## config.mk

```make
export PLATFORM = sky130hd
export DESIGN_NAME = alu_operand_mux_flat
export DESIGN_NICKNAME = d
export VERILOG_FILES = /design/src/rtl/alu_operand_mux_if.sv /design/src/rtl/alu_operand_mux.sv /design/src/flat_wrapper.sv
export SDC_FILE = /design/constraint.sdc
export NUM_CORES = 1
export LEC_CHECK = 0
export CAP_MARGIN = 25
export CORE_MARGIN = 2
export CORE_UTILIZATION = 40
export DETAILED_ROUTE_END_ITERATION = 12
export PLACE_DENSITY = 0.84
export SETUP_SLACK_MARGIN = 0.2
export SYNTH_ARGS = -nofsm -noshare
export SYNTH_HDL_FRONTEND = slang
export SYNTH_SLANG_ARGS = --single-unit
```

## constraint.sdc

```tcl
create_clock -name clk -period 5.6 [get_ports clk]
set_input_delay 1.12 -clock clk [delete_from_list [all_inputs] [get_ports clk]]
set_output_delay 1.12 -clock clk [all_outputs]
set_load 0.02 [all_outputs]
```

## src/rtl/alu_operand_mux_if.sv

```systemverilog
// Operand-select bus for alu_operand_mux: candidate operands, select and qualifier in,
// selected value plus registered/debug observations out. Parity signals exist only under
// ALU_OPERAND_MUX_PARITY_EN.
interface alu_operand_mux_if #(
  parameter int unsigned WIDTH = 32,
  parameter int unsigned CNT_W = 16
);
  logic [WIDTH-1:0] a;
  logic [WIDTH-1:0] b;
  logic             s;
  logic             in_valid;
  logic [WIDTH-1:0] c;
  logic [WIDTH-1:0] c_q;
  logic             out_valid;
  logic             zero;
  logic [CNT_W-1:0] sel_a_cnt;
`ifdef ALU_OPERAND_MUX_PARITY_EN
  logic             parity;
  logic             parity_c;

  modport master (
    output a, b, s, in_valid,
    input  c, c_q, out_valid, zero, sel_a_cnt, parity, parity_c
  );

  modport slave (
    input  a, b, s, in_valid,
    output c, c_q, out_valid, zero, sel_a_cnt, parity, parity_c
  );
`else
  modport master (
    output a, b, s, in_valid,
    input  c, c_q, out_valid, zero, sel_a_cnt
  );

  modport slave (
    input  a, b, s, in_valid,
    output c, c_q, out_valid, zero, sel_a_cnt
  );
`endif
endinterface

```

## src/rtl/alu_operand_mux.sv

```systemverilog
// Second-operand 2:1 selector for the single-cycle ALU, with a registered debug copy,
// zero flag and saturating select-a counter. Optional parity: ALU_OPERAND_MUX_PARITY_EN.
module alu_operand_mux #(
  parameter int unsigned WIDTH = 32,
  parameter int unsigned CNT_W = 16
) (
  input  logic             clk,
  input  logic             reset,
  alu_operand_mux_if.slave bus
);

  logic [WIDTH-1:0] c_d;
  logic [WIDTH-1:0] data_q;
  logic             valid_q;
  logic [CNT_W-1:0] cnt_q;
  logic [CNT_W-1:0] cnt_d;

  // An unknown select falls into the else branch, so it resolves to b.
  always_comb begin
    c_d = bus.b;
    if (bus.s == 1'b1) begin
      c_d = bus.a;
    end
  end

  always_comb begin
    cnt_d = cnt_q;
    if (bus.in_valid && bus.s && (cnt_q != {CNT_W{1'b1}})) begin
      cnt_d = cnt_q + 1'b1;
    end
  end

  always_ff @(posedge clk) begin
    if (reset) begin
      data_q  <= '0;
      valid_q <= 1'b0;
      cnt_q   <= '0;
    end else begin
      valid_q <= bus.in_valid;
      cnt_q   <= cnt_d;
      if (bus.in_valid) begin
        data_q <= c_d;
      end
    end
  end

  assign bus.c         = c_d;
  assign bus.zero      = (c_d == '0);
  assign bus.c_q       = data_q;
  assign bus.out_valid = valid_q;
  assign bus.sel_a_cnt = cnt_q;

`ifdef ALU_OPERAND_MUX_PARITY_EN
  logic parity_q;

  always_ff @(posedge clk) begin
    if (reset) begin
      parity_q <= 1'b0;
    end else if (bus.in_valid) begin
      parity_q <= ^c_d;
    end
  end

  assign bus.parity   = parity_q;
  assign bus.parity_c = ^c_d;
`endif

endmodule

```

## src/flat_wrapper.sv

```systemverilog
// flat-port wrapper written by rule: the top's interface ports become plain ports
module alu_operand_mux_flat 
#(
  parameter int unsigned WIDTH = 32,
  parameter int unsigned CNT_W = 16
)
  (clk, reset, bus_a, bus_b, bus_s, bus_in_valid, bus_c, bus_c_q, bus_out_valid, bus_zero, bus_sel_a_cnt);
  alu_operand_mux_if #(.WIDTH(WIDTH), .CNT_W(CNT_W)) bus_i ();
  input  logic clk;
  input  logic reset;
  input wire logic [$bits(bus_i.a)-1:0] bus_a;
  input wire logic [$bits(bus_i.b)-1:0] bus_b;
  input wire logic [$bits(bus_i.s)-1:0] bus_s;
  input wire logic [$bits(bus_i.in_valid)-1:0] bus_in_valid;
  output wire logic [$bits(bus_i.c)-1:0] bus_c;
  output wire logic [$bits(bus_i.c_q)-1:0] bus_c_q;
  output wire logic [$bits(bus_i.out_valid)-1:0] bus_out_valid;
  output wire logic [$bits(bus_i.zero)-1:0] bus_zero;
  output wire logic [$bits(bus_i.sel_a_cnt)-1:0] bus_sel_a_cnt;
  assign bus_i.a = bus_a;
  assign bus_i.b = bus_b;
  assign bus_i.s = bus_s;
  assign bus_i.in_valid = bus_in_valid;
  assign bus_c = bus_i.c;
  assign bus_c_q = bus_i.c_q;
  assign bus_out_valid = bus_i.out_valid;
  assign bus_zero = bus_i.zero;
  assign bus_sel_a_cnt = bus_i.sel_a_cnt;
  alu_operand_mux #(.WIDTH(WIDTH), .CNT_W(CNT_W)) u_core (.clk(clk), .reset(reset), .bus(bus_i));
endmodule
```

After elaboration in Yosys (flattened, before gate mapping)
Cells that the tools add are included.

Register bits: 49. Bits in latches: 0. RAM bits: 0. Bits in read-only memories: 0. Output and inout bits: 82. Memories kept: 0.

$add $sub $neg: 1. Multipliers: 0. Div/mod/pow operators: 0. Order comparisons: 0. Eq/ne operators: 1. Shifts and indexed selects: 0. Multiplexer cells: 1. Bitwise gates (word level): 0. Reductions and logical operators: 3.

Operators with widths (number): $logic_not A32 Y1 (1); $mux W32 (1); $add A16 B1 Y16 const B (1); $ne A16 B16 Y1 const B (1); $logic_and A1 B1 Y1 (2).

Longest topological paths before layout
Gate-level depths: netlist of run 1.

Depth after elaboration: 2. Gate-level depth with buffers: 6.

Worst setup path before layout of run 1
No wires, ideal clock.

Path kind: input to output. Start: input bus_s. End: output bus_zero. Arrival: 2.355 ns. Required time: 4.480 ns. Path slack: 2.125 ns. Stages on the path: 6. Cell sequence: buf_2 buf_1 nor4b_1 nand4_1 o22ai_1 and3_1.

Longest elaborated chain between the ends: 2.

Ends and longest elaborated chain: start, declared (line flat_wrapper.sv:13) `input wire logic [$bits(bus_i.s)-1:0] bus_s;`; $mux W32 (line alu_operand_mux.sv:21) `if (bus.s == 1'b1) begin`; $logic_not A32 Y1 (line alu_operand_mux.sv:48) `assign bus.zero = (c_d == '0);`; end, declared (line flat_wrapper.sv:18) `output wire logic [$bits(bus_i.zero)-1:0] bus_zero;`.

Every way passes these cells.

Worst setup path after layout of run 1
Ends and elaborated chain as after synthesis.

==> out/results.txt, run 1 <==
Cells after DPL: 474
MaxCap Viol Count: 0
antenna violations before repair: 0
RSZ-0062 raised after global routing: false
Synthesized Nets: 333
worst vdd ir: 0.153 mV
CTS max path bufs: 2
EDFF count, synth: 0
final hold vios: 0
htree depth: 2
WS Path Type: input pin to primary output
IO buf count: 149
TritonRoute pass-1 iters: 4
hold crit path type: flop to flop
DR vias/cell: 5.37
cts hold-fix bufs: 0
largest area contributor in the netlist: dfxtp_1
post-synth top area share: 0.394
share of layout cells above drive strength 1: 0.120
total power: 0.918 mW
setup_tns: 0 ns
max-slew violations: 0
Reg area: 981 um2
DRC viols: 0
CTS root buf: clkbuf_8
mapped cell area: 2490 um2
PnR worst setup slack: 0.875 ns
Slew @ Worst Pin: 1.02 ns
clock sinks: 49
Post-synth top flop: dfxtp_1
Worst setup SP type: input pin
final net count: 475
Diodes inserted: 0
GR Overflow Total: 0
Crit. Startpoint: bus_s
gr usage total: 0.246
CP Capture Type: primary output
global-route wire length before repair: 13600 um
post-route ant nets: 0
clk_lat worst skew: 0.30 ns
Critical Path RT: 4.48 ns
area of the multi-input gates: 1440 um2
Synth cell types: 36
Post-CTS Setup Bufs: 0
Tcrit/Tclk final: 0.844
outcome: completed
IO Pins: 150
clock skew: 0.00558 ns
Avg Inst Size Synth: 9.43 um2
CP Max Fanout: 31
CTS tree: built
via count: 2588
DP HPWL: 6690 um
PD cells: 222 nW/um2
die footprint: 6870 um2
# rows: 28
# setup viols final: 0
clk slew on worst S/H paths: 0.09 ns
routability cong.: 0.901
Yosys Warn Count: 0
die width: 82.9 um
Period minus WS final: 4.73 ns
Synth Register Bits: 49
Async SR Flop Fraction: 0
Cells after Synth: 264
Die H: 82.9 um
drt total wl: 8550 um
Rel. slew slack: 0.323
Leakage: 1.55 nW
post_cts resized: 0
Reg-to-Reg Start: u_core.bus.sel_a_cnt[5]$_SDFFE_PP0P_
pre-CTS WS: 0.870 ns
Initial Utilization: 0.418
most instantiated library cell after synthesis: dfxtp_1
Fmax: 0.212 GHz
routed len/inst: 17.7 um
most instantiated cells after synthesis: dfxtp_1, nor2_1, mux2_2
hold path start: u_core.bus.c_q[0]$_SDFFE_PP0P_
DRT iter0 DRCs: 89
fillers: 485
synth top area cells: dfxtp_1, mux2_2, mux2i_1, nor2_1, nor4_1
vias in the first global route: 2518
pin count of the biggest net entering global routing: 52
clock buffer count from CTS: 5
Seq/Total Area, Yosys: 0.394
Arrival @ worst endpoint: 3.61 ns
Util after Layout: 0.696
Finished Layout Cells: 482
core footprint: 5960 um2
Syn-to-layout area delta: 66.5%
==> worst max-delay path, stage by stage <==
cell and delay, ns:
clkdlybuf4s50_1 0.61, buf_4 0.41, mux2_2 0.41, nor4_1 0.25
and3_1 0.18, clkdlybuf4s50_1 0.62
==> registers in the layout (all words and copies together), names as in the netlist <==
| signal | flops |
|---|---|
| u_core.bus.out_valid | 1 |
| u_core.bus.c_q | 32 |
| u_core.bus.sel_a_cnt | 16 |
==> worst paths after layout <==
path                                            to  slack (ns)  cells past startpoint
max                                       bus_zero        0.87                      6
min                 u_core.bus.c_q[0]$_SDFFE_PP0P_        0.50                      2
max reg2reg  u_core.bus.sel_a_cnt[15]$_SDFFE_PP0P_        3.71                      4
min reg2reg         u_core.bus.c_q[0]$_SDFFE_PP0P_        0.50                      2
==> kinds of logic (layout without fill, tap and decap cells) <==
family	after synthesis	after routing	share of synthesized area
buffers and inverters	17	160	0.0282
AO/OA/AOI/OAI	29	29	0.0709
flip-flops	49	49	0.394
AND/OR/NAND/NOR	102	102	0.220
adder cells (fa/ha/maj)	1	1	0.00503
multiplexers	65	65	0.278
XOR/XNOR	1	1	0.00352
==> placed cells by master (no fill, tap or decap), types with 2 or more instances in the layout <==
master / count
nor2_1: 38
a21oi_1: 11
and3_1: 3
o31ai_1: 4
nor3_1: 5
mux2i_1: 32
dfxtp_1: 49
clkdlybuf4s50_1: 147
o311ai_0: 2
nand2_1: 7
clkbuf_8: 5
or3_1: 6
nand3_1: 8
or4_1: 5
bufinv_16: 2
o22ai_1: 2
inv_1: 2
nand4_1: 7
o21ai_0: 7
nor2b_1: 2
buf_2: 2
nor4_1: 12
o41ai_1: 2
mux2_2: 33
==> routing by layer <==
| metal | vias up | track usage | part of all wire |
|---|---|---|---|
| met2 | 98 | 0.434 | 0.50 |
| met4 | 0 | 0.0522 | 0.0096 |
| met1 | 1217 | 0.297 | 0.43 |
| met3 | 10 | 0.0686 | 0.060 |
| met5 | - | 0 | 0 |
| li1 | 1263 | - | - |
==> power by group <==
group / internal (mW) / leakage, nW / switching, mW
Sequential: 0.365 / 0.402 / 0.00872
Combinational: 0.132 / 1.08 / 0.114
Clock: 0.177 / 0.0681 / 0.120
==> layout make-up <==
class	instances	area share
clock buffers	5	0.0166
clock inverters	3	0.0157
inverters	2	0.00181
multi-input cells	198	0.347
flip-flops and latches	49	0.237
well taps	75	0.0227
repair buffers	150	0.359
==> stage by stage <==
| step | instance area, um2 | hold WS [ns] |
|---|---|---|
| final | 4140 | 0.497 |
| after global routing | 4140 | 0.529 |
| after CTS | 4140 | 0.505 |
| after detailed placement | 4010 | 0.483 |
| after global placement | 4010 | 0.474 |
| after floorplan | 2490 | 0.563 |
(Power assumes the default switching activity.)
==> inputs of run 2 (changes only) <==
--- a/config.mk
+++ b/config.mk
@@ -7,9 +7,9 @@
 export LEC_CHECK = 0
 export CAP_MARGIN = 25
 export CORE_MARGIN = 2
-export CORE_UTILIZATION = 40
+export CORE_UTILIZATION = 34
 export DETAILED_ROUTE_END_ITERATION = 12
-export PLACE_DENSITY = 0.84
+export PLACE_DENSITY = 0.76
 export SETUP_SLACK_MARGIN = 0.2
 export SYNTH_ARGS = -nofsm -noshare
 export SYNTH_HDL_FRONTEND = slang
==> constraint.sdc (replaced) <==
create_clock -name clk -period 4.2 [get_ports clk]
set_input_delay 0.84 -clock clk [delete_from_list [all_inputs] [get_ports clk]]
set_output_delay 0.84 -clock clk [all_outputs]
set_load 0.02 [all_outputs]
==> run 2 against run 1 <==
  * Die area increased by 17%
  * Critical path depth shrank 1
  * Clock skew shrank 0.0020 ns
  * Power increased by 28%
  * Clock-buffer cell count stayed put
  * Routed wire length fell by 2.0%
  * First-iteration DRC count fell by 12%
  * Register-to-register slack lost 1.4 ns
  * Clock power increased by 17%
  * Via count is 1.6% higher
  * Cell count up 5.4%
  * Global-route usage is 5.4 points lower
==> out/results.txt, run 2 (synthesis results as in run 1) <==
drt total wl: 8370 um (was 8550 um)
Leakage: 1.55 nW (about the same)
RSZ-0062 raised after global routing: false (unchanged)
# rows: 31 (was 28)
post_cts resized: 0 (unchanged)
clk slew on worst S/H paths: 0.09 ns (about the same)
Tcrit/Tclk final: 0.911
vias in the first global route: 2399 (was 2518)
clock buffer count from CTS: 5 (unchanged)
gr usage total: 0.191 (was 0.246)
Reg2Reg Setup Slack: 2.31 ns (was 3.71 ns)
DP HPWL: 6530 um (was 6690 um)
CTS max path bufs: 2 (unchanged)
WS Path Type: input pin to primary output (unchanged)
placed cell area: 4060 um2 (was 4010 um2)
clock sinks: 49 (unchanged)
clock skew: 0.00358 ns (was 0.00558 ns)
CP Max Fanout: 2 (was 31)
setup_tns: 0 ns (unchanged)
IO buf count: 149 (unchanged)
commonest non-fill, non-tap cells in the layout: clkdlybuf4s50_1, dfxtp_1, nor2_1 (unchanged)
IO Pins: 150 (unchanged)
routability cong.: 0.819 (was 0.901)
routed len/inst: 16.5 um (was 17.7 um)
max-slew violations: 0 (unchanged)
via count: 2629 (was 2588)
DRC viols: 0 (unchanged)
commonest non-fill, non-tap cell in the layout: clkdlybuf4s50_1 (unchanged)
PnR worst setup slack: 0.373 ns (was 0.875 ns)
CP Capture Type: primary output (unchanged)
antenna violations before repair: 0 (unchanged)
hold crit path type: flop to flop (unchanged)
cts hold-fix bufs: 0 (unchanged)
worst vdd ir: 0.164 mV (was 0.153 mV)
post-route ant nets: 0 (unchanged)
final instance area: 4180 um2 (was 4140 um2)
Die H: 89.6 um (was 82.9 um)
DR vias/cell: 5.18 (was 5.37)
TritonRoute pass-1 iters: 4 (unchanged)
Fmax: 0.261 GHz
outcome: completed (unchanged)
DRT iter0 DRCs: 78 (was 89)
die footprint: 8020 um2 (was 6870 um2)
Period minus WS final: 3.83 ns
htree depth: 2 (unchanged)
# setup viols final: 0 (unchanged)
Diodes inserted: 0 (unchanged)
Initial Utilization: 0.347 (was 0.418)
final net count: 477 (was 475)
GR Overflow Total: 0 (unchanged)
final hold vios: 0 (unchanged)
Rel. slew slack: 0.380 (was 0.323)
Slew @ Worst Pin: 0.929 ns (was 1.02 ns)
share of layout cells above drive strength 1: 0.127 (was 0.120)
die width: 89.6 um (was 82.9 um)
core footprint: 7180 um2 (was 5960 um2)
CTS root buf: clkbuf_8 (unchanged)
MaxCap Viol Count: 0 (unchanged)
clk_lat worst skew: 0.30 ns (about the same)
Worst setup SP type: input pin (unchanged)
PD cells: 282 nW/um2 (was 222 nW/um2)
Critical Path RT: 3.36 ns (was 4.48 ns)
global-route wire length before repair: 11800 um (was 13600 um)
Arrival @ worst endpoint: 2.99 ns (was 3.61 ns)
pin count of the biggest net entering global routing: 52 (unchanged)
Post-CTS Setup Bufs: 0 (unchanged)
CTS tree: built (unchanged)
pre-CTS WS: 0.361 ns (was 0.870 ns)
max FFs per register: 32 (unchanged)
Syn-to-layout area delta: 67.8% (was 66.5%)
==> run 2: final timing paths <==
path | startpoint | end | cells after the start
setup / recovery | bus_a[23] | bus_zero | 5
hold / removal | u_core.bus.c_q[8]$_SDFFE_PP0P_ | u_core.bus.c_q[8]$_SDFFE_PP0P_ | 2
setup reg to reg | u_core.bus.sel_a_cnt[2]$_SDFFE_PP0P_ | u_core.bus.sel_a_cnt[15]$_SDFFE_PP0P_ | 4
hold reg to reg | u_core.bus.c_q[8]$_SDFFE_PP0P_ | u_core.bus.c_q[8]$_SDFFE_PP0P_ | 2
==> run 2: report_power, final <==
group | internal [mW] | switching [mW]
combinational | 0.178 | 0.152
clock | 0.178 | 0.169
sequential | 0.487 | 0.0111
total | 0.843 | 0.333
==> run 2: metrics by stage <==
| step | hold WS (ns) | std cells | util | power, mW |
|---|---|---|---|---|
| after floorplan | 0.563 | 264 | - | 0.657 |
| after global placement | 0.472 | 500 | 0.566 | 0.837 |
| after detailed placement | 0.482 | 500 | 0.566 | 0.841 |
| after CTS | 0.506 | 508 | 0.582 | 1.19 |
| after global routing | 0.531 | 508 | 0.582 | 1.23 |
| final | 0.496 | 508 | 0.582 | 1.18 |
==> run 2: metal layers <==
metal,global-route usage,vias up,share of wire
met5,0,-,0
met1,0.224,1251,0.41
li1,-,1268,-
met2,0.342,102,0.49
met3,0.0582,8,0.088
met4,0.0434,0,0.0091
==> run 2: worst max-delay path, cell delays in order <==
cell	delay (ns)
clkdlybuf4s50_1	0.41
or4b_2	0.71
o22ai_1	0.23
and3_1	0.19
clkdlybuf4s50_1	0.60
==> run 2: cell type report <==
class                           instances  area, um2
Clock buffer                            5       68.8
Clock inverter                          3       46.3
Fill cell                             621       3000
Inverter                                2       7.51
Multi-Input combinational cell        198       1440
Sequential cell                        49        981
Tap cell                               99        124
Timing Repair Buffer                  152       1510
